## config.mk

```make
export PLATFORM = sky130hd
export DESIGN_NAME = idu1_flat
export DESIGN_NICKNAME = d
export VERILOG_FILES = /design/src/rtl/idu1_pkg.sv /design/src/rtl/idu1_if.sv /design/src/rtl/dff_rst_en_flush.sv /design/src/rtl/idu1_scoreboard.sv /design/src/rtl/idu1.sv /design/src/flat_wrapper.sv
export SDC_FILE = /design/constraint.sdc
export NUM_CORES = 1
export LEC_CHECK = 0
export ABC_CLOCK_PERIOD_IN_PS = 2500
export CAP_MARGIN = 40
export CELL_PAD_IN_SITES_DETAIL_PLACEMENT = 0
export CELL_PAD_IN_SITES_GLOBAL_PLACEMENT = 2
export CORE_AREA = 2 2 236 238
export DETAILED_ROUTE_END_ITERATION = 8
export DIE_AREA = 0 0 238 240
export GPL_TIMING_DRIVEN = 0
export HOLD_SLACK_MARGIN = 0.03
export PLACE_DENSITY_LB_ADDON = 0.1
export SLEW_MARGIN = 30
export SYNTH_ARGS = -nofsm -noshare
export SYNTH_HDL_FRONTEND = slang
export SYNTH_SLANG_ARGS = --single-unit
```

## constraint.sdc

```tcl
create_clock -name clk -period 2.5 [get_ports clk]
set_clock_uncertainty 0.15 [all_clocks]
set_input_delay 0.5 -clock clk [delete_from_list [all_inputs] [get_ports clk]]
set_output_delay 0.5 -clock clk [all_outputs]
set_load 0.05 [all_outputs]
```

## src/rtl/idu1_pkg.sv

```systemverilog
// idu1_pkg: shared decode/issue packet types and the long-latency op-class helper.
// Revision: 1.0
`default_nettype none

package idu1_pkg;

  localparam int XLEN       = 32;
  localparam int NUM_REGS   = 32;
  localparam int REG_ADDR_W = $clog2(NUM_REGS);

  typedef struct packed {
    logic [XLEN-1:0]       instr_tag;
    logic [XLEN-1:0]       imm;
    logic [REG_ADDR_W-1:0] rs1_addr;
    logic [REG_ADDR_W-1:0] rs2_addr;
    logic [REG_ADDR_W-1:0] rd_addr;
    logic                  rs1;
    logic                  rs2;
    logic                  rd;
    logic                  imm_valid;
    logic                  pc;
    logic                  condbr;
    logic                  load;
    logic                  store;
    logic                  mul;
    logic                  div;
    logic                  rem;
    logic [3:0]            alu_op;
  } idu0_out_t;

  typedef struct packed {
    logic            valid;
    idu0_out_t       ctrl;
    logic [XLEN-1:0] op_a;
    logic [XLEN-1:0] op_b;
    logic [XLEN-1:0] store_data;
    logic [XLEN-1:0] cmp_b;
  } idu1_out_t;

  function automatic logic is_long_lat(input idu0_out_t c);
    return c.load | c.mul | c.div | c.rem;
  endfunction

endpackage

`default_nettype wire

```

## src/rtl/idu1_if.sv

```systemverilog
// idu1_if: decode-in, forwarding, writeback, pipeline-control and issue-out bundle.
// Revision: 1.0
`default_nettype none

interface idu1_if;
  import idu1_pkg::*;

  idu0_out_t             idu0_out;
  logic                  idu0_valid;
  logic [REG_ADDR_W-1:0] rf_rs1_addr;
  logic [REG_ADDR_W-1:0] rf_rs2_addr;
  logic [XLEN-1:0]       rf_rs1_data;
  logic [XLEN-1:0]       rf_rs2_data;
  logic                  ex_fwd_valid;
  logic [REG_ADDR_W-1:0] ex_fwd_rd;
  logic [XLEN-1:0]       ex_fwd_data;
  logic                  wb_valid;
  logic [REG_ADDR_W-1:0] wb_rd;
  logic [XLEN-1:0]       wb_data;
  logic                  wb_long;
  logic                  pipe_stall;
  logic                  pipe_flush;
  logic                  hazard_stall;
  idu1_out_t             idu1_out;

  modport slave (
    input  idu0_out, idu0_valid, rf_rs1_data, rf_rs2_data,
    input  ex_fwd_valid, ex_fwd_rd, ex_fwd_data,
    input  wb_valid, wb_rd, wb_data, wb_long, pipe_stall, pipe_flush,
    output rf_rs1_addr, rf_rs2_addr, hazard_stall, idu1_out
  );

  modport master (
    output idu0_out, idu0_valid, rf_rs1_data, rf_rs2_data,
    output ex_fwd_valid, ex_fwd_rd, ex_fwd_data,
    output wb_valid, wb_rd, wb_data, wb_long, pipe_stall, pipe_flush,
    input  rf_rs1_addr, rf_rs2_addr, hazard_stall, idu1_out
  );

endinterface

`default_nettype wire

```

## src/rtl/dff_rst_en_flush.sv

```systemverilog
// dff_rst_en_flush: W-bit register with reset, flush-to-zero and load enable (priority in that order).
// Revision: 1.0
`default_nettype none

module dff_rst_en_flush #(
  parameter int W = 1
) (
  input  wire logic         clk,
  input  wire logic         rst,
  input  wire logic         i_flush,
  input  wire logic         i_en,
  input  wire logic [W-1:0] i_d,
  output logic      [W-1:0] o_q
);

  logic [W-1:0] r_q;

  always_ff @(posedge clk) begin
    if (rst)          r_q <= '0;
    else if (i_flush) r_q <= '0;
    else if (i_en)    r_q <= i_d;
  end

  assign o_q = r_q;

endmodule

`default_nettype wire

```

## src/rtl/idu1_scoreboard.sv

```systemverilog
// idu1_scoreboard: busy bits for in-flight long-latency destinations, with flush rollback of the last issue.
// Revision: 1.0
`default_nettype none

module idu1_scoreboard #(
  parameter int NUM_REGS   = 32,
  parameter int REG_ADDR_W = 5
) (
  input  wire logic                  clk,
  input  wire logic                  rst,
  input  wire logic [REG_ADDR_W-1:0] i_rs1_addr,
  input  wire logic [REG_ADDR_W-1:0] i_rs2_addr,
  input  wire logic [REG_ADDR_W-1:0] i_rd_addr,
  input  wire logic                  i_set_en,
  input  wire logic                  i_load_en,
  input  wire logic                  i_flush,
  input  wire logic                  i_wb_clr,
  input  wire logic [REG_ADDR_W-1:0] i_wb_rd,
  output logic                       o_busy_rs1,
  output logic                       o_busy_rs2,
  output logic                       o_busy_rd
);

  logic [NUM_REGS-1:0]   r_sb;
  logic [NUM_REGS-1:0]   w_sb_next;
  logic                  r_last_long;
  logic [REG_ADDR_W-1:0] r_last_rd;

  // A writeback in the same cycle counts as already cleared, so the consumer wakes immediately.
  assign o_busy_rs1 = r_sb[i_rs1_addr] & ~(i_wb_clr & (i_wb_rd == i_rs1_addr));
  assign o_busy_rs2 = r_sb[i_rs2_addr] & ~(i_wb_clr & (i_wb_rd == i_rs2_addr));
  assign o_busy_rd  = r_sb[i_rd_addr]  & ~(i_wb_clr & (i_wb_rd == i_rd_addr));

  always_comb begin
    w_sb_next = r_sb;
    if (i_wb_clr)              w_sb_next[i_wb_rd]   = 1'b0;
    if (i_flush & r_last_long) w_sb_next[r_last_rd] = 1'b0;
    if (i_set_en)              w_sb_next[i_rd_addr] = 1'b1;
    w_sb_next[0] = 1'b0;
  end

  // last_issue tracks the packet currently sitting in the output flop.
  always_ff @(posedge clk) begin
    if (rst) begin
      r_sb        <= '0;
      r_last_long <= 1'b0;
      r_last_rd   <= '0;
    end else begin
      r_sb <= w_sb_next;
      if (i_flush) begin
        r_last_long <= 1'b0;
      end else if (i_load_en) begin
        r_last_long <= i_set_en;
        r_last_rd   <= i_rd_addr;
      end
    end
  end

endmodule

`default_nettype wire

```

## src/rtl/idu1.sv

```systemverilog
// idu1: second decode stage -- operand read/forwarding, long-latency hazard stall and issue register.
// Revision: 1.0
`default_nettype none

module idu1 #(
  parameter int NUM_REGS   = 32,
  parameter int REG_ADDR_W = 5
) (
  input wire logic clk,
  input wire logic rst,
  idu1_if.slave    bus
);
  import idu1_pkg::*;

  function automatic logic [XLEN-1:0] resolve(
    input logic [REG_ADDR_W-1:0] addr,
    input logic [XLEN-1:0]       rf,
    input logic                  exv,
    input logic [REG_ADDR_W-1:0] exrd,
    input logic [XLEN-1:0]       exd,
    input logic                  wbv,
    input logic [REG_ADDR_W-1:0] wbrd,
    input logic [XLEN-1:0]       wbd
  );
    if (addr == '0)                 return '0;
    else if (exv && exrd == addr)   return exd;
    else if (wbv && wbrd == addr)   return wbd;
    else                            return rf;
  endfunction

  idu0_out_t       w_c;
  logic [XLEN-1:0] w_rs1_val;
  logic [XLEN-1:0] w_rs2_val;
  logic            w_long;
  logic            w_wb_clr;
  logic            w_busy_rs1;
  logic            w_busy_rs2;
  logic            w_busy_rd;
  logic            w_hazard;
  logic            w_issue;
  logic            w_set_en;
  idu1_out_t       w_pkt;
  idu1_out_t       w_q;

  assign w_c             = bus.idu0_out;
  assign bus.rf_rs1_addr = w_c.rs1_addr;
  assign bus.rf_rs2_addr = w_c.rs2_addr;

  assign w_rs1_val = resolve(w_c.rs1_addr, bus.rf_rs1_data, bus.ex_fwd_valid, bus.ex_fwd_rd,
                             bus.ex_fwd_data, bus.wb_valid, bus.wb_rd, bus.wb_data);
  assign w_rs2_val = resolve(w_c.rs2_addr, bus.rf_rs2_data, bus.ex_fwd_valid, bus.ex_fwd_rd,
                             bus.ex_fwd_data, bus.wb_valid, bus.wb_rd, bus.wb_data);

  assign w_long   = is_long_lat(w_c);
  assign w_wb_clr = bus.wb_valid & bus.wb_long;

  // Source RAW checks plus WAW on a long op whose destination is still pending.
  assign w_hazard = bus.idu0_valid & ~bus.pipe_flush & ~rst &
                    ((w_c.rs1 & w_busy_rs1) | (w_c.rs2 & w_busy_rs2) |
                     (w_c.rd & w_long & w_busy_rd));
  assign w_issue  = bus.idu0_valid & ~w_hazard & ~bus.pipe_stall & ~bus.pipe_flush;
  assign w_set_en = w_issue & w_c.rd & w_long & (w_c.rd_addr != '0);

  assign bus.hazard_stall = w_hazard;

  always_comb begin
    w_pkt            = '0;
    w_pkt.valid      = w_issue;
    w_pkt.ctrl       = w_c;
    w_pkt.op_a       = w_c.pc ? w_c.instr_tag : w_rs1_val;
    w_pkt.op_b       = (w_c.imm_valid & ~w_c.condbr) ? w_c.imm : w_rs2_val;
    w_pkt.store_data = w_rs2_val;
    w_pkt.cmp_b      = w_rs2_val;
  end

  idu1_scoreboard #(
    .NUM_REGS   (NUM_REGS),
    .REG_ADDR_W (REG_ADDR_W)
  ) u_sb (
    .clk        (clk),
    .rst        (rst),
    .i_rs1_addr (w_c.rs1_addr),
    .i_rs2_addr (w_c.rs2_addr),
    .i_rd_addr  (w_c.rd_addr),
    .i_set_en   (w_set_en),
    .i_load_en  (~bus.pipe_stall),
    .i_flush    (bus.pipe_flush),
    .i_wb_clr   (w_wb_clr),
    .i_wb_rd    (bus.wb_rd),
    .o_busy_rs1 (w_busy_rs1),
    .o_busy_rs2 (w_busy_rs2),
    .o_busy_rd  (w_busy_rd)
  );

  dff_rst_en_flush #(
    .W ($bits(idu1_out_t))
  ) u_out (
    .clk     (clk),
    .rst     (rst),
    .i_flush (bus.pipe_flush),
    .i_en    (~bus.pipe_stall),
    .i_d     (w_pkt),
    .o_q     (w_q)
  );

  assign bus.idu1_out = w_q;

endmodule

`default_nettype wire

```

## src/flat_wrapper.sv

```systemverilog
// flat-port wrapper written by rule: the top's interface ports become plain ports
module idu1_flat import idu1_pkg::*;
#(
  parameter int NUM_REGS   = 32,
  parameter int REG_ADDR_W = 5
)
  (clk, rst, bus_idu0_out, bus_idu0_valid, bus_rf_rs1_data, bus_rf_rs2_data, bus_ex_fwd_valid, bus_ex_fwd_rd, bus_ex_fwd_data, bus_wb_valid, bus_wb_rd, bus_wb_data, bus_wb_long, bus_pipe_stall, bus_pipe_flush, bus_rf_rs1_addr, bus_rf_rs2_addr, bus_hazard_stall, bus_idu1_out);
  idu1_if bus_i ();
  input wire logic clk;
  input wire logic rst;
  input wire logic [$bits(bus_i.idu0_out)-1:0] bus_idu0_out;
  input wire logic [$bits(bus_i.idu0_valid)-1:0] bus_idu0_valid;
  input wire logic [$bits(bus_i.rf_rs1_data)-1:0] bus_rf_rs1_data;
  input wire logic [$bits(bus_i.rf_rs2_data)-1:0] bus_rf_rs2_data;
  input wire logic [$bits(bus_i.ex_fwd_valid)-1:0] bus_ex_fwd_valid;
  input wire logic [$bits(bus_i.ex_fwd_rd)-1:0] bus_ex_fwd_rd;
  input wire logic [$bits(bus_i.ex_fwd_data)-1:0] bus_ex_fwd_data;
  input wire logic [$bits(bus_i.wb_valid)-1:0] bus_wb_valid;
  input wire logic [$bits(bus_i.wb_rd)-1:0] bus_wb_rd;
  input wire logic [$bits(bus_i.wb_data)-1:0] bus_wb_data;
  input wire logic [$bits(bus_i.wb_long)-1:0] bus_wb_long;
  input wire logic [$bits(bus_i.pipe_stall)-1:0] bus_pipe_stall;
  input wire logic [$bits(bus_i.pipe_flush)-1:0] bus_pipe_flush;
  output wire logic [$bits(bus_i.rf_rs1_addr)-1:0] bus_rf_rs1_addr;
  output wire logic [$bits(bus_i.rf_rs2_addr)-1:0] bus_rf_rs2_addr;
  output wire logic [$bits(bus_i.hazard_stall)-1:0] bus_hazard_stall;
  output wire logic [$bits(bus_i.idu1_out)-1:0] bus_idu1_out;
  assign bus_i.idu0_out = bus_idu0_out;
  assign bus_i.idu0_valid = bus_idu0_valid;
  assign bus_i.rf_rs1_data = bus_rf_rs1_data;
  assign bus_i.rf_rs2_data = bus_rf_rs2_data;
  assign bus_i.ex_fwd_valid = bus_ex_fwd_valid;
  assign bus_i.ex_fwd_rd = bus_ex_fwd_rd;
  assign bus_i.ex_fwd_data = bus_ex_fwd_data;
  assign bus_i.wb_valid = bus_wb_valid;
  assign bus_i.wb_rd = bus_wb_rd;
  assign bus_i.wb_data = bus_wb_data;
  assign bus_i.wb_long = bus_wb_long;
  assign bus_i.pipe_stall = bus_pipe_stall;
  assign bus_i.pipe_flush = bus_pipe_flush;
  assign bus_rf_rs1_addr = bus_i.rf_rs1_addr;
  assign bus_rf_rs2_addr = bus_i.rf_rs2_addr;
  assign bus_hazard_stall = bus_i.hazard_stall;
  assign bus_idu1_out = bus_i.idu1_out;
  idu1 #(.NUM_REGS(NUM_REGS), .REG_ADDR_W(REG_ADDR_W)) u_core (.clk(clk), .rst(rst), .bus(bus_i));
endmodule
```

# --- Yosys cells after proc, flatten, opt, wreduce, memory -nomap -nowiden ---
# Index checks and enable logic that the tools add are counted.
totals:
  wordCells: 93
  out_inout_bits: 234
  in_bits: 240
  regBits: 261
classes:
  n_bitwise: 40
  n_reduce_logical: 12
  eq_ne: 5
  order_cmp: 8
  mux: 23
ops:
  columns: ["operator", "n"]
  rows:
  - ["32-bit 2-to-1 mux", 11]
  - ["32-bit bitwise AND", 2]
  - ["32-bit NOT", 2]
  - ["32-bit OR", 1]
  - ["5-bit by 6-bit less-than comparator with 1-bit output (second input constant)", 5]
  - ["5-bit equality test", 5]
  - ["1-bit bitwise AND", 22]
  - ["1-bit binary-select mux with 5-bit select", 3]
  - ["1-bit demux with 5-bit select", 3]
  - ["5-bit by 1-bit greater-or-equal comparator with 1-bit output (second input constant)", 3]
  - ["5-bit zero test", 2]
  - ["1-bit NOT", 8]
  - ["1-bit logical AND", 7]
  - ["1-bit 2-to-1 mux", 6]
  - ["1-bit OR", 5]
  - ["5-bit nonzero test", 1]
  - ["2-bit AND reduction", 1]
  - ["2-bit OR reduction", 1]

# --- Depth between registers and ports, before layout ---
# Gate-level depths: netlist of run 1.
depth:
  depth_word: 16
  depth_mapped: 11

# --- Cells and area by module ---
# Synthesis of run 1 repeated with hierarchy kept, for this count alone.
hier_totals:
  cells_unflattened: 1460
  area_unflattened_um2: 13342.8
by_module_without_submodules:
  columns: ["mod", "cells_per_inst", "area_per_inst_um2", "seq_area_each_um2", "n_inst"]
  rows:
  - ["dff_rst_en_flush", 720, 7992.7, 4464.3, 1]
  - ["idu1_scoreboard", 320, 2780.2, 740.7, 1]
  - ["idu1", 420, 2570.0, 0.0, 1]

# --- Least setup slack after synthesis of run 1 ---
# OpenSTA, ideal clock, no wires.
synth_timing:
  kind: "in2out"
  startpoint: "input bus_idu0_out[15]"
  endpoint: "output bus_hazard_stall"
  setup_slack_ns: -0.340
  arrival_ns: 2.190
  stages: 7
  required_time_ns: 1.850
  path_buffers: 2
  cell_sequence: "buf_2 -> buf_2 -> mux4_2 -> a41oi_1 -> nand3_1 -> o21ai_1 -> nand2_1"
synth_via:
  elab_chain_cells: 7
  word_cells_on_any_way: 9
  cone_classes: "eq/ne (1); mux (2); bitwise (6)"
synth_rtl:
  columns: ["element", "line_no", "text"]
  rows:
  - ["start: declaration", "flat_wrapper.sv:11", "input wire logic [$bits(bus_i.idu0_out)-1:0] bus_idu0_out;"]
  - ["branches (longest 3 deep; another with 1-bit binary-select mux with 5-bit select)", null, null]
  - ["1-bit bitwise AND *", "idu1_scoreboard.sv:32", "assign o_busy_rd = r_sb[i_rd_addr] & ~(i_wb_clr & (i_wb_rd == i_rd_addr));"]
  - ["1-bit bitwise AND *", "idu1.sv:60", "(w_c.rd & w_long & w_busy_rd));"]
  - ["1-bit OR *", "idu1.sv:59", "((w_c.rs1 & w_busy_rs1) | (w_c.rs2 & w_busy_rs2) |"]
  - ["1-bit bitwise AND *", "idu1.sv:58", "assign w_hazard = bus.idu0_valid & ~bus.pipe_flush & ~rst &"]
  - ["end: declaration", "flat_wrapper.sv:26", "output wire logic [$bits(bus_i.hazard_stall)-1:0] bus_hazard_stall;"]
# Every way passes the cells marked *. The select of a mux whose other input is x is not followed.

# --- Final worst setup path of run 1 ---
layout_timing:
  startpoint: "register u_core.u_sb.r_sb[12]"
  endpoint: "output bus_hazard_stall"
layout_via:
  elab_chain_cells: 7
  word_cells_on_any_way: 15
  cone_classes: "mux (6); bitwise (9)"
layout_rtl:
  columns: ["element", "line_no", "text"]
  rows:
  - ["start: declaration", "idu1_scoreboard.sv:24", "logic [NUM_REGS-1:0] r_sb;"]
  - ["start signal: assignment", "idu1_scoreboard.sv:49", "r_sb <= w_sb_next;"]
  - ["1-bit binary-select mux with 5-bit select (on tied branches)", "idu1_scoreboard.sv:30, idu1_scoreboard.sv:31", null]
  - ["1-bit 2-to-1 mux (on tied branches)", "idu1_scoreboard.sv:30, idu1_scoreboard.sv:31", null]
  - ["1-bit bitwise AND (on tied branches)", "idu1_scoreboard.sv:30, idu1_scoreboard.sv:31", null]
  - ["1-bit bitwise AND", "idu1.sv:59", null]
  - ["1-bit OR", "idu1.sv:59", null]
  - ["1-bit OR *", "idu1.sv:59", null]
  - ["1-bit bitwise AND *", "idu1.sv:58", null]
# Mark *: on every way between the ends. The rest lies on a longest branch, timed or not. The select of a mux whose other input is x is not followed.

==> results.md, run 1 <==
- Power Total: 10,500 µW
- Dpl ws: -1830 ps
- Hold path start: bus_idu0_out[29]
- CP startpoint: u_core.u_sb.r_sb[12]$_SDFF_PP0_
- Reg-to-reg startpoint: u_core.u_sb.r_sb[12]$_SDFF_PP0_
- Clock tree buffer depth: 3
- Number of synthesized flops with an enable pin: 0
- Xor-xnor portion of the synthesized cell area: 1.85%
- DRT Pass-1 Iters: 7
- Die Area: 0.0571 mm²
- First-pass GRT wire length: 92.8 mm
- Maxcap violations: 0
- Largest net degree at the start of global routing: 15
- Die X: 238 µm
- Failing checks: negative setup slack
- Final WS setup: -699 ps
- Core Region: 0.0547 mm²
- DR WL/cell: 24.8 µm
- Largest family of logic cells by synthesized area: compound AO/OA/AOI/OAI gates
- IO Port Bufs: 457
- RSZ-0062 raised after global routing: yes
- H-tree levels: 1
- Area grow syn2layout: 61.8%
- Main synth FF type: dfxtp_1
- Status: finished, violations left
- Period utilization: 128%
- Final GP Congestion: 0.845
- Mux share of post-synthesis cell area: 16.3%
- Final WL: 66.7 mm
- Register area share after synthesis: 38.5%
- Initial Util: 21.7%
- DRC Markers: 0
- Critical Path Start Type: flop
- Post-synthesis net count: 1,686
- DP HPWL: 53.3 mm
- Setup crit end kind: output pin
- Synth Area per Inst: 8.20 µm²
- Simple-gate portion of the synthesized area: 16.4%
- Hold Path Class: primary input to flop
- ANT nets after route: 0
- Initial antenna violation count: 11
- Number of vias per cell: 4.74
- Clk sink count: 228
- Layout cells sized above 1: 14.7%
- PwrDens: 547 mW/mm²
- Crit path buf inv count: 1
- CP max stage delay: 460 ps
- Cell family with most CP delay: multiplexers
- Highest clock rate: 313 MHz
- Synthesized area: 0.0119 mm²
- Io pins: 474
- Worst slew pin tran: 859 ps
- Fin nets: 2,198
- Register bit total from synthesis: 228
- CTS tree: done
- Total Routing Usage GR: 22.3%
- CP Class: flop to output pin
- Post-synth ARST share: 0%
- YS warnings: 0
- Setup TNS: -4430 ps
- Post-synthesis cell count: 1,446
- Total gr overflow: 0
- Crit-path max FO: 4
- Crit path max-delay cell type: mux4_2
- Synth Area in Adders: 0%
- Crit path cell chain: mux4_2, mux2_4, a221oi_4, nor4b_2, a31oi_2, nand2_4, buf_8
- Vias in the first global route: 12,769
- Worst slew margin: 42.4%
- Clk root buf: clkbuf_16
- Peak supply drop: 471 µV
- Post-synthesis compound-gate area fraction: 18.8%
- FP Rows: 86
- Final hold vios: 0
- Setup violations, final: 32
- Reg clk slew, reported paths: 60 ps
- Req. time, crit path: 1850 ps
- Crit path DAT: 2550 ps
- Netlist cell types: 43
- Die height: 240 µm
- Static leakage: 0.00769 µW
- Num CTS Buffers: 30
- Fin crit period: 3200 ps
- Routed vias: 12,759
- Initial DRC count: 721
- Clk_lat worst skew: 580 ps
- Max-slew violation count: 0
[where the power goes]
part	switching (µW)	internal, µW
Clock	1800	2540
Combinational	1410	919
Sequential	78.7	3750
Total	3290	7210
[final timing paths]
kind              cells past startpoint                            endpoint  slack (ps)
hold / removal                        3  u_core.u_out.o_q[157]$_SDFFE_PP0N_         250
hold reg to reg                       2   u_core.u_out.o_q[65]$_SDFFE_PP0N_         320
setup / recovery                      7                    bus_hazard_stall        -700
setup reg to reg                      9     u_core.u_sb.r_sb[20]$_SDFF_PP0_        -150
[state kept, by name, indices dropped and copies added (netlist names)]
| register | flops |
|---|---|
| u_core.u_out.o_q | 191 |
| u_core.u_sb.r_last_rd | 5 |
| u_core.u_sb.r_sb | 31 |
| u_core.u_sb.r_last_long | 1 |
[cells by family after synthesis]
group | after synthesis
AOI/OAI and AO/OA | 371
and+or+nand+nor | 443
xor gates and xnor gates | 25
buffers and inverters | 208
muxes | 171
DFF | 228
[cell type report]
class	instances	area, µm²
repair buffers	481	4790
clock buffers	45	888
diodes	8	20.0
fillers	5779	35500
multi-input cells	1010	6850
well taps	704	881
plain buffers	170	967
inverters	37	139
clock inverters	10	81.3
flip-flops and latches	228	4570
[metrics by stage]
stage | instance area [µm²] | hold slack, ps | util [%] | cells
after global placement | 17300 | 308 | 31.7 | 2607
after global routing | 19200 | 254 | 35.1 | 2691
after CTS | 18700 | 217 | 34.1 | 2681
after floorplan | 11900 | 309 | - | 1446
after detailed placement | 17500 | 311 | 31.9 | 2618
final | 19200 | 248 | 35.1 | 2693
[synthesized netlist by cell type, types with 2 or more instances]
cell type	count	area share, %
o21ai_0	72	3.0
o41ai_1	2	0.15
nand3b_1	35	2.2
clkbuf_1	103	3.3
mux4_2	17	3.2
inv_1	36	1.1
mux2i_1	150	13
nand2_1	193	6.1
nor3_1	16	0.68
a31oi_1	2	0.11
a311oi_1	32	2.4
nor2b_1	5	0.26
a21oi_1	160	6.8
o21ai_1	30	1.3
mux2_2	4	0.38
nand4_1	3	0.16
buf_1	7	0.22
a221oi_1	34	2.5
and3b_1	4	0.30
nand3_1	11	0.46
xnor2_1	13	0.96
and3_1	5	0.26
nor2_1	151	4.8
nand2b_1	4	0.21
buf_4	46	2.9
dfxtp_1	228	38
nor4_1	3	0.16
buf_2	15	0.63
xor2_1	12	0.89
a41oi_1	2	0.15
and2_1	2	0.11
a22oi_1	31	2.0
nor3b_1	7	0.44
nand4b_1	2	0.15
[tightest hold or removal path: stages]
cell and delay (ps):
clkbuf_2 200, mux2i_1 170, nor2_1 50
[timing repair]
item	in CTS	in global routing
setup buffers	9	2
setup endpoints to repair	287	167
pin swaps	9	34
gates resized for setup	147	132
hold endpoints to repair	0	0
gates cloned	0	3
hold buffers	0	0
[cells in the final DEF, fill, tap and decap left out, types with 9 or more instances in the layout]
cell,Yosys,layout
clkbuf_8,0,11
buf_4,46,63
buf_2,15,14
mux2i_1,150,150
o21ai_0,72,69
dlygate4sd2_1,0,63
nor3_1,16,11
nand2_1,193,190
dfxtp_1,228,220
a22oi_1,31,31
a21oi_2,0,16
nor2_1,151,149
clkbuf_1,103,74
clkdlybuf4s50_1,0,374
a21oi_1,160,130
xor2_1,12,12
clkbuf_2,0,26
a21oi_4,0,14
dlymetal6s2s_1,0,18
a311oi_1,32,23
xnor2_1,13,13
o21ai_2,0,30
mux4_2,17,17
clkbuf_16,0,33
a311oi_2,0,9
inv_1,36,36
a221oi_1,34,31
nand3b_1,35,35
[metal layers]
layer / part of all wire, % / up-vias / GRT usage, %
met5: 0.064 / - / 0
met4: 2.1 / 8 / 5.40
li1: - / 6108 / -
met1: 42 / 6108 / 27.6
met3: 7.5 / 70 / 6.23
met2: 49 / 465 / 38.4
Note: power is estimated with default switching activity, not from simulation.
==> inputs of run 2 (changes only) <==
--- a/config.mk
+++ b/config.mk
@@ -5,16 +5,17 @@
 export SDC_FILE = /design/constraint.sdc
 export NUM_CORES = 1
 export LEC_CHECK = 0
-export ABC_CLOCK_PERIOD_IN_PS = 2500
+export ABC_CLOCK_PERIOD_IN_PS = 2900
 export CAP_MARGIN = 40
 export CELL_PAD_IN_SITES_DETAIL_PLACEMENT = 0
 export CELL_PAD_IN_SITES_GLOBAL_PLACEMENT = 2
-export CORE_AREA = 2 2 236 238
+export CORE_AREA = 5 5 239 241
 export DETAILED_ROUTE_END_ITERATION = 8
-export DIE_AREA = 0 0 238 240
+export DIE_AREA = 0 0 244 246
 export GPL_TIMING_DRIVEN = 0
 export HOLD_SLACK_MARGIN = 0.03
 export PLACE_DENSITY_LB_ADDON = 0.1
+export SKIP_CTS_REPAIR_TIMING = 1
 export SLEW_MARGIN = 30
 export SYNTH_ARGS = -nofsm -noshare
 export SYNTH_HDL_FRONTEND = slang
==> constraint.sdc (replaced) <==
create_clock -name clk -period 2.9 [get_ports clk]
set_clock_uncertainty 0.15 [all_clocks]
set_input_delay 0.58 -clock clk [delete_from_list [all_inputs] [get_ports clk]]
set_output_delay 0.58 -clock clk [all_outputs]
set_load 0.05 [all_outputs]
==> results.md, run 2 (synthesized netlist as in run 1, its figures left out) <==
- Period utilization: 114%
- Min-Delay Path Depth: 2 (was 3)
- Failing checks: negative setup slack (unchanged)
- Die Area: 0.0600 mm² (was 0.0571 mm²)
- Final WS setup: -412 ps (was -699 ps)
- Layout Cells excl Fill: 2,679 (was 2,693)
- Total Routing Usage GR: 21.5% (was 22.3%)
- Most common cell after layout, fill and taps aside: clkdlybuf4s50_1 (unchanged)
- Highest clock rate: 302 MHz
- Worst R2R Path Depth: 9 (unchanged)
- Worst slew margin: 40.5% (was 42.4%)
- Setup crit end kind: output pin (unchanged)
- CP Class: primary input to output pin (was flop to output pin)
- Layout cells sized above 1: 9.59% (was 14.7%)
- Commonest cells after routing, fill and taps aside: 453 x clkdlybuf4s50_1, 221 x dfxtp_1, 192 x nand2_1 (was 374 x clkdlybuf4s50_1, 220 x dfxtp_1, 190 x nand2_1)
- Initial antenna violation count: 5 (was 11)
- CP max stage delay: 590 ps (was 460 ps)
- Critical Path Start Type: primary input (was flop)
- PwrDens: 489 mW/mm² (was 547 mW/mm²)
- Final GP Congestion: 0.849 (was 0.845)
- Crit path cell chain: buf_2, mux4_2, a2bb2oi_1, a31oi_1, o21ai_0, a31oi_2, buf_4, nand2_4, buf_8 (was mux4_2, mux2_4, a221oi_4, nor4b_2, a31oi_2, nand2_4, buf_8)
- Fin nets: 2,192 (was 2,198)
- RSZ-0062 raised after global routing: yes (unchanged)
- Largest net degree at the start of global routing: 16 (was 15)
- Status: finished, violations left (unchanged)
- CTS tree: done (unchanged)
- FP Rows: 86 (unchanged)
- Area grow syn2layout: 56.9% (was 61.8%)
- Crit-path max FO: 10 (was 4)
- Io pins: 474 (unchanged)
- CP Depth: 9 (was 7)
- Clock tree buffer depth: 3 (unchanged)
- Routed vias: 12,803 (was 12,759)
- Vias in the first global route: 12,869 (was 12,769)
- Peak supply drop: 432 µV (was 471 µV)
- IO Port Bufs: 457 (unchanged)
- Total gr overflow: 0 (unchanged)
- Crit path max-delay cell type: mux4_2 (unchanged)
- DR WL/cell: 25.6 µm (was 24.8 µm)
- Clk_lat worst skew: 580 ps (about the same)
- Post-layout util: 34.0% (was 35.1%)
- Setup violations, final: 1 (was 32)
- Core Region: 0.0547 mm² (unchanged)
- Hold Path Class: flop to flop (was primary input to flop)
- DRC Markers: 0 (unchanged)
- First-pass GRT wire length: 95.6 mm (was 92.8 mm)
- Crit path buf inv count: 3 (was 1)
- Final WL: 68.5 mm (was 66.7 mm)
- Fin crit period: 3310 ps
- Clk sink count: 228 (unchanged)
- Clk root buf: clkbuf_16 (unchanged)
- Maxcap violations: 0 (unchanged)
- Reg clk slew, reported paths: 50 ps (was 60 ps)
- Max FFs per register: 191 (unchanged)
- ANT nets after route: 0 (unchanged)
- Max-slew violation count: 0 (unchanged)
- H-tree levels: 1 (unchanged)
- DP Cell Count: 2,615 (was 2,618)
- DP HPWL: 54.9 mm (was 53.3 mm)
- Die height: 246 µm (was 240 µm)
- Req. time, crit path: 2170 ps (was 1850 ps)
- Die X: 244 µm (was 238 µm)
- Final hold vios: 0 (unchanged)
- Worst slew pin tran: 888 ps (was 859 ps)
- Initial DRC count: 759 (was 721)
- Fillers: 5,768 (was 5,779)
- DRT Pass-1 Iters: 5 (was 7)
- Number of vias per cell: 4.78 (was 4.74)
- Crit path DAT: 2580 ps (was 2550 ps)
- Power Total: 9100 µW (was 10,500 µW)
- Num CTS Buffers: 30 (unchanged)
- Initial Util: 21.7% (unchanged)
- Static leakage: 0.00687 µW (was 0.00769 µW)
- Cell family with most CP delay: buffers and inverters (was multiplexers)
[run 2: cell types whose count changed in the layout (fill, tap and decap cells not counted), moves of 16 or more]
cell / before / now
dlymetal6s2s_1: 18 / 2
dlygate4sd2_1: 63 / 0
clkbuf_2: 26 / 7
o21ai_2: 30 / 1
o21ai_1: 3 / 29
clkdlybuf4s50_1: 374 / 453
clkbuf_1: 74 / 100
a21oi_1: 130 / 150
[run 2: area by class of cell]
cell class | instances | area (µm²) | share of cell area, %
antenna | 4 | 10.0 | 0.0538
buffer | 171 | 862 | 4.63
timing repair buffer | 474 | 4730 | 25.4
clock inverter | 8 | 126 | 0.679
multi-input combinational | 1010 | 6440 | 34.6
sequential | 228 | 4570 | 24.6
clock buffer | 43 | 850 | 4.57
inverter | 37 | 139 | 0.746
tap | 704 | 881 | 4.73
[run 2: path summary, 6_finish.rpt]
kind	from	end	slack, ps
max reg2reg	u_core.u_sb.r_sb[8]$_SDFF_PP0_	u_core.u_sb.r_sb[16]$_SDFF_PP0_	270
min	u_core.u_out.o_q[76]$_SDFFE_PP0N_	u_core.u_out.o_q[76]$_SDFFE_PP0N_	320
max	bus_idu0_out[20]	bus_hazard_stall	-410
min reg2reg	u_core.u_out.o_q[76]$_SDFFE_PP0N_	u_core.u_out.o_q[76]$_SDFFE_PP0N_	320
[run 2: power breakdown]
part / leakage (µW) / switching, µW / internal, µW
Combinational: 0.00453 / 1200 / 781
Clock: 0.000480 / 1530 / 2280
Sequential: 0.00186 / 69.7 / 3240
[run 2: metal layers]
layer	vias to the layer above	global-route usage (%)	wire, µm
met3	72	4.75	4660
li1	6065	-	-
met5	-	0	13
met2	484	37.9	33700
met4	2	5.09	1550
met1	6180	27.0	28600
[run 2: worst register-to-register path: stages, from the launching register on]
cell and delay, ps:
dfxtp_1 350, mux4_2 470, mux2_2 280, a221oi_2 230
nor4b_1 90, a31oi_2 150, buf_4 170, nand3_1 230
buf_2 290, o21ai_1 150
[run 2: per-stage QoR]
step	setup TNS (ps)	hold slack [ps]	cell area [µm²]	setup slack (ps)
2_1_floorplan	0	309	11900	8.83
3_5_place_dp	-170880	312	17400	-1610
4_1_cts	-48120	305	18400	-1640
5_1_grt	-562	322	18600	-481
3_3_place_gp	-238500	308	17300	-1990
6_report	-412	319	18600	-412
==> inputs of run 3 (changes only) <==
--- a/config.mk
+++ b/config.mk
@@ -5,13 +5,13 @@
 export SDC_FILE = /design/constraint.sdc
 export NUM_CORES = 1
 export LEC_CHECK = 0
-export ABC_CLOCK_PERIOD_IN_PS = 2900
+export ABC_CLOCK_PERIOD_IN_PS = 3800
 export CAP_MARGIN = 40
 export CELL_PAD_IN_SITES_DETAIL_PLACEMENT = 0
 export CELL_PAD_IN_SITES_GLOBAL_PLACEMENT = 2
-export CORE_AREA = 5 5 239 241
+export CORE_AREA = 5 5 229 231
 export DETAILED_ROUTE_END_ITERATION = 8
-export DIE_AREA = 0 0 244 246
+export DIE_AREA = 0 0 234 236
 export GPL_TIMING_DRIVEN = 0
 export HOLD_SLACK_MARGIN = 0.03
 export PLACE_DENSITY_LB_ADDON = 0.1
==> constraint.sdc (replaced) <==
create_clock -name clk -period 3.8 [get_ports clk]
set_clock_uncertainty 0.15 [all_clocks]
set_input_delay 0.76 -clock clk [delete_from_list [all_inputs] [get_ports clk]]
set_output_delay 0.76 -clock clk [all_outputs]
set_load 0.05 [all_outputs]
==> results.md, run 3 (synthesized netlist as in run 1, its figures left out) <==
- Number of vias per cell: 4.84 (was 4.78)
- Setup violations, final: 0 (was 1)
- Initial antenna violation count: 10 (was 5)
- H-tree levels: 1 (unchanged)
- Peak supply drop: 325 µV (was 432 µV)
- DR WL/cell: 25.0 µm (was 25.6 µm)
- Final WS setup: 149 ps (was -412 ps)
- Clk sink count: 228 (unchanged)
- Initial DRC count: 649 (was 759)
- RSZ-0062 raised after global routing: no (was yes)
- Max FFs per register: 191 (unchanged)
- IO Port Bufs: 457 (unchanged)
- Die X: 234 µm (was 244 µm)
- Reg clk slew, reported paths: 60 ps (was 50 ps)
- Static leakage: 0.00687 µW (about the same)
- Hold Path Class: flop to flop (unchanged)
- Final hold vios: 0 (unchanged)
- Final GP Congestion: 0.855 (was 0.849)
- Total gr overflow: 0 (unchanged)
- Status: finished clean (was finished, violations left)
- PwrDens: 381 mW/mm² (was 489 mW/mm²)
- Fin nets: 2,186 (was 2,192)
- Fillers: 5,292 (was 5,768)
- Post-layout util: 37.1% (was 34.0%)
- Layout cells sized above 1: 8.19% (was 9.59%)
- Most common cell after layout, fill and taps aside: clkdlybuf4s50_1 (unchanged)
- Num CTS Buffers: 30 (unchanged)
- Total Routing Usage GR: 22.8% (was 21.5%)
- Routed vias: 12,802 (was 12,803)
- Die Area: 0.0552 mm² (was 0.0600 mm²)
- Core Region: 0.0499 mm² (was 0.0547 mm²)
- Commonest cells after routing, fill and taps aside: 453 x clkdlybuf4s50_1, 228 x dfxtp_1, 193 x nand2_1 (was 453 x clkdlybuf4s50_1, 221 x dfxtp_1, 192 x nand2_1)
- Io pins: 474 (unchanged)
- Dpl ws: -1020 ps (was -1610 ps)
- Crit-path max FO: 10 (unchanged)
- Clk root buf: clkbuf_16 (unchanged)
- Power Total: 7050 µW (was 9100 µW)
- DRT Pass-1 Iters: 7 (was 5)
- Worst slew margin: 42.0% (was 40.5%)
- Req. time, crit path: 2890 ps (was 2170 ps)
- Maxcap violations: 0 (unchanged)
- Post-DP Area: 0.0173 mm² (was 0.0174 mm²)
- DP HPWL: 53.5 mm (was 54.9 mm)
- DRC Markers: 0 (unchanged)
- Clock tree buffer depth: 3 (unchanged)
- Vias in the first global route: 13,044 (was 12,869)
- Clk_lat worst skew: 570 ps (was 580 ps)
- Final WL: 66.1 mm (was 68.5 mm)
- Setup crit end kind: output pin (unchanged)
- ANT nets after route: 0 (unchanged)
- Critical Path Start Type: primary input (unchanged)
- Worst slew pin tran: 865 ps (was 888 ps)
- Crit path DAT: 2740 ps (was 2580 ps)
- CTS tree: done (unchanged)
- Area grow syn2layout: 56.1% (was 56.9%)
- Die height: 236 µm (was 246 µm)
- CP Class: primary input to output pin (unchanged)
- Largest net degree at the start of global routing: 15 (was 16)
- Period utilization: 96.1%
- Setup TNS: 0 ps (was -412 ps)
- Fin crit period: 3650 ps
- Max-slew violation count: 0 (unchanged)
- First-pass GRT wire length: 94.2 mm (was 95.6 mm)
- Highest clock rate: 274 MHz
- Initial Util: 23.8% (was 21.7%)
- Finished Cell Area: 0.0185 mm² (was 0.0186 mm²)
- FP Rows: 82 (was 86)
run 3: cell types whose count changed in the layout (fill, tap and decap cells not counted), sizes merged:
cell / previous run / this run
buf: 90 / 81
clkbuf: 143 / 145
bufinv: 3 / 4
clkinv: 6 / 5
clkinvlp: 0 / 1
diode: 4 / 5
dlymetal6s2s: 2 / 3
run 3: power by group:
part	leakage (µW)	switching, µW	internal, µW
clock network	0.000511	1160	1880
registers	0.00186	51.6	2470
logic	0.00450	900	590
run 3: worst paths after layout:
path                            slack (ps)                                 to                         startpoint  cells after the start
worst max-delay path                   150                   bus_hazard_stall                   bus_idu0_out[15]                      8
worst min-delay path                   320  u_core.u_out.o_q[75]$_SDFFE_PP0N_  u_core.u_out.o_q[75]$_SDFFE_PP0N_                      2
worst max register to register        1140    u_core.u_sb.r_sb[15]$_SDFF_PP0_    u_core.u_sb.r_sb[10]$_SDFF_PP0_                      9
worst min register to register         320  u_core.u_out.o_q[75]$_SDFFE_PP0N_  u_core.u_out.o_q[75]$_SDFFE_PP0N_                      2
run 3: per-stage QoR:
stage          hold slack [ps]  instances
2_1_floorplan              309       1446
3_3_place_gp               308       2575
3_5_place_dp               310       2577
4_1_cts                    319       2629
5_1_grt                    335       2643
6_report                   317       2643
run 3: cell type report:
cell class | count | area [µm²] | share of cell area, %
clock inverters | 9 | 151 | 0.818
repair buffers | 468 | 4690 | 25.3
multi-input cells | 1010 | 6360 | 34.4
plain buffers | 171 | 868 | 4.69
flip-flops and latches | 228 | 4560 | 24.7
well taps | 672 | 841 | 4.54
clock buffers | 43 | 891 | 4.81
inverters | 37 | 139 | 0.750
diodes | 5 | 12.5 | 0.0676
run 3: worst max-delay path, cell delays in order:
cell and delay (ps):
buf_2 200, buf_4 280, mux4_2 580, a41oi_1 240, nand3_1 90, o21ai_1 210
nand2_1 140, clkbuf_4 240
run 3: layer usage:
metal / up-vias / GRT usage (%) / wire [µm]
met5: - / 0 / 72
met4: 10 / 4.72 / 1290
met3: 77 / 5.69 / 4870
met2: 473 / 39.7 / 32400
met1: 6188 / 28.6 / 27500
li1: 6054 / - / -
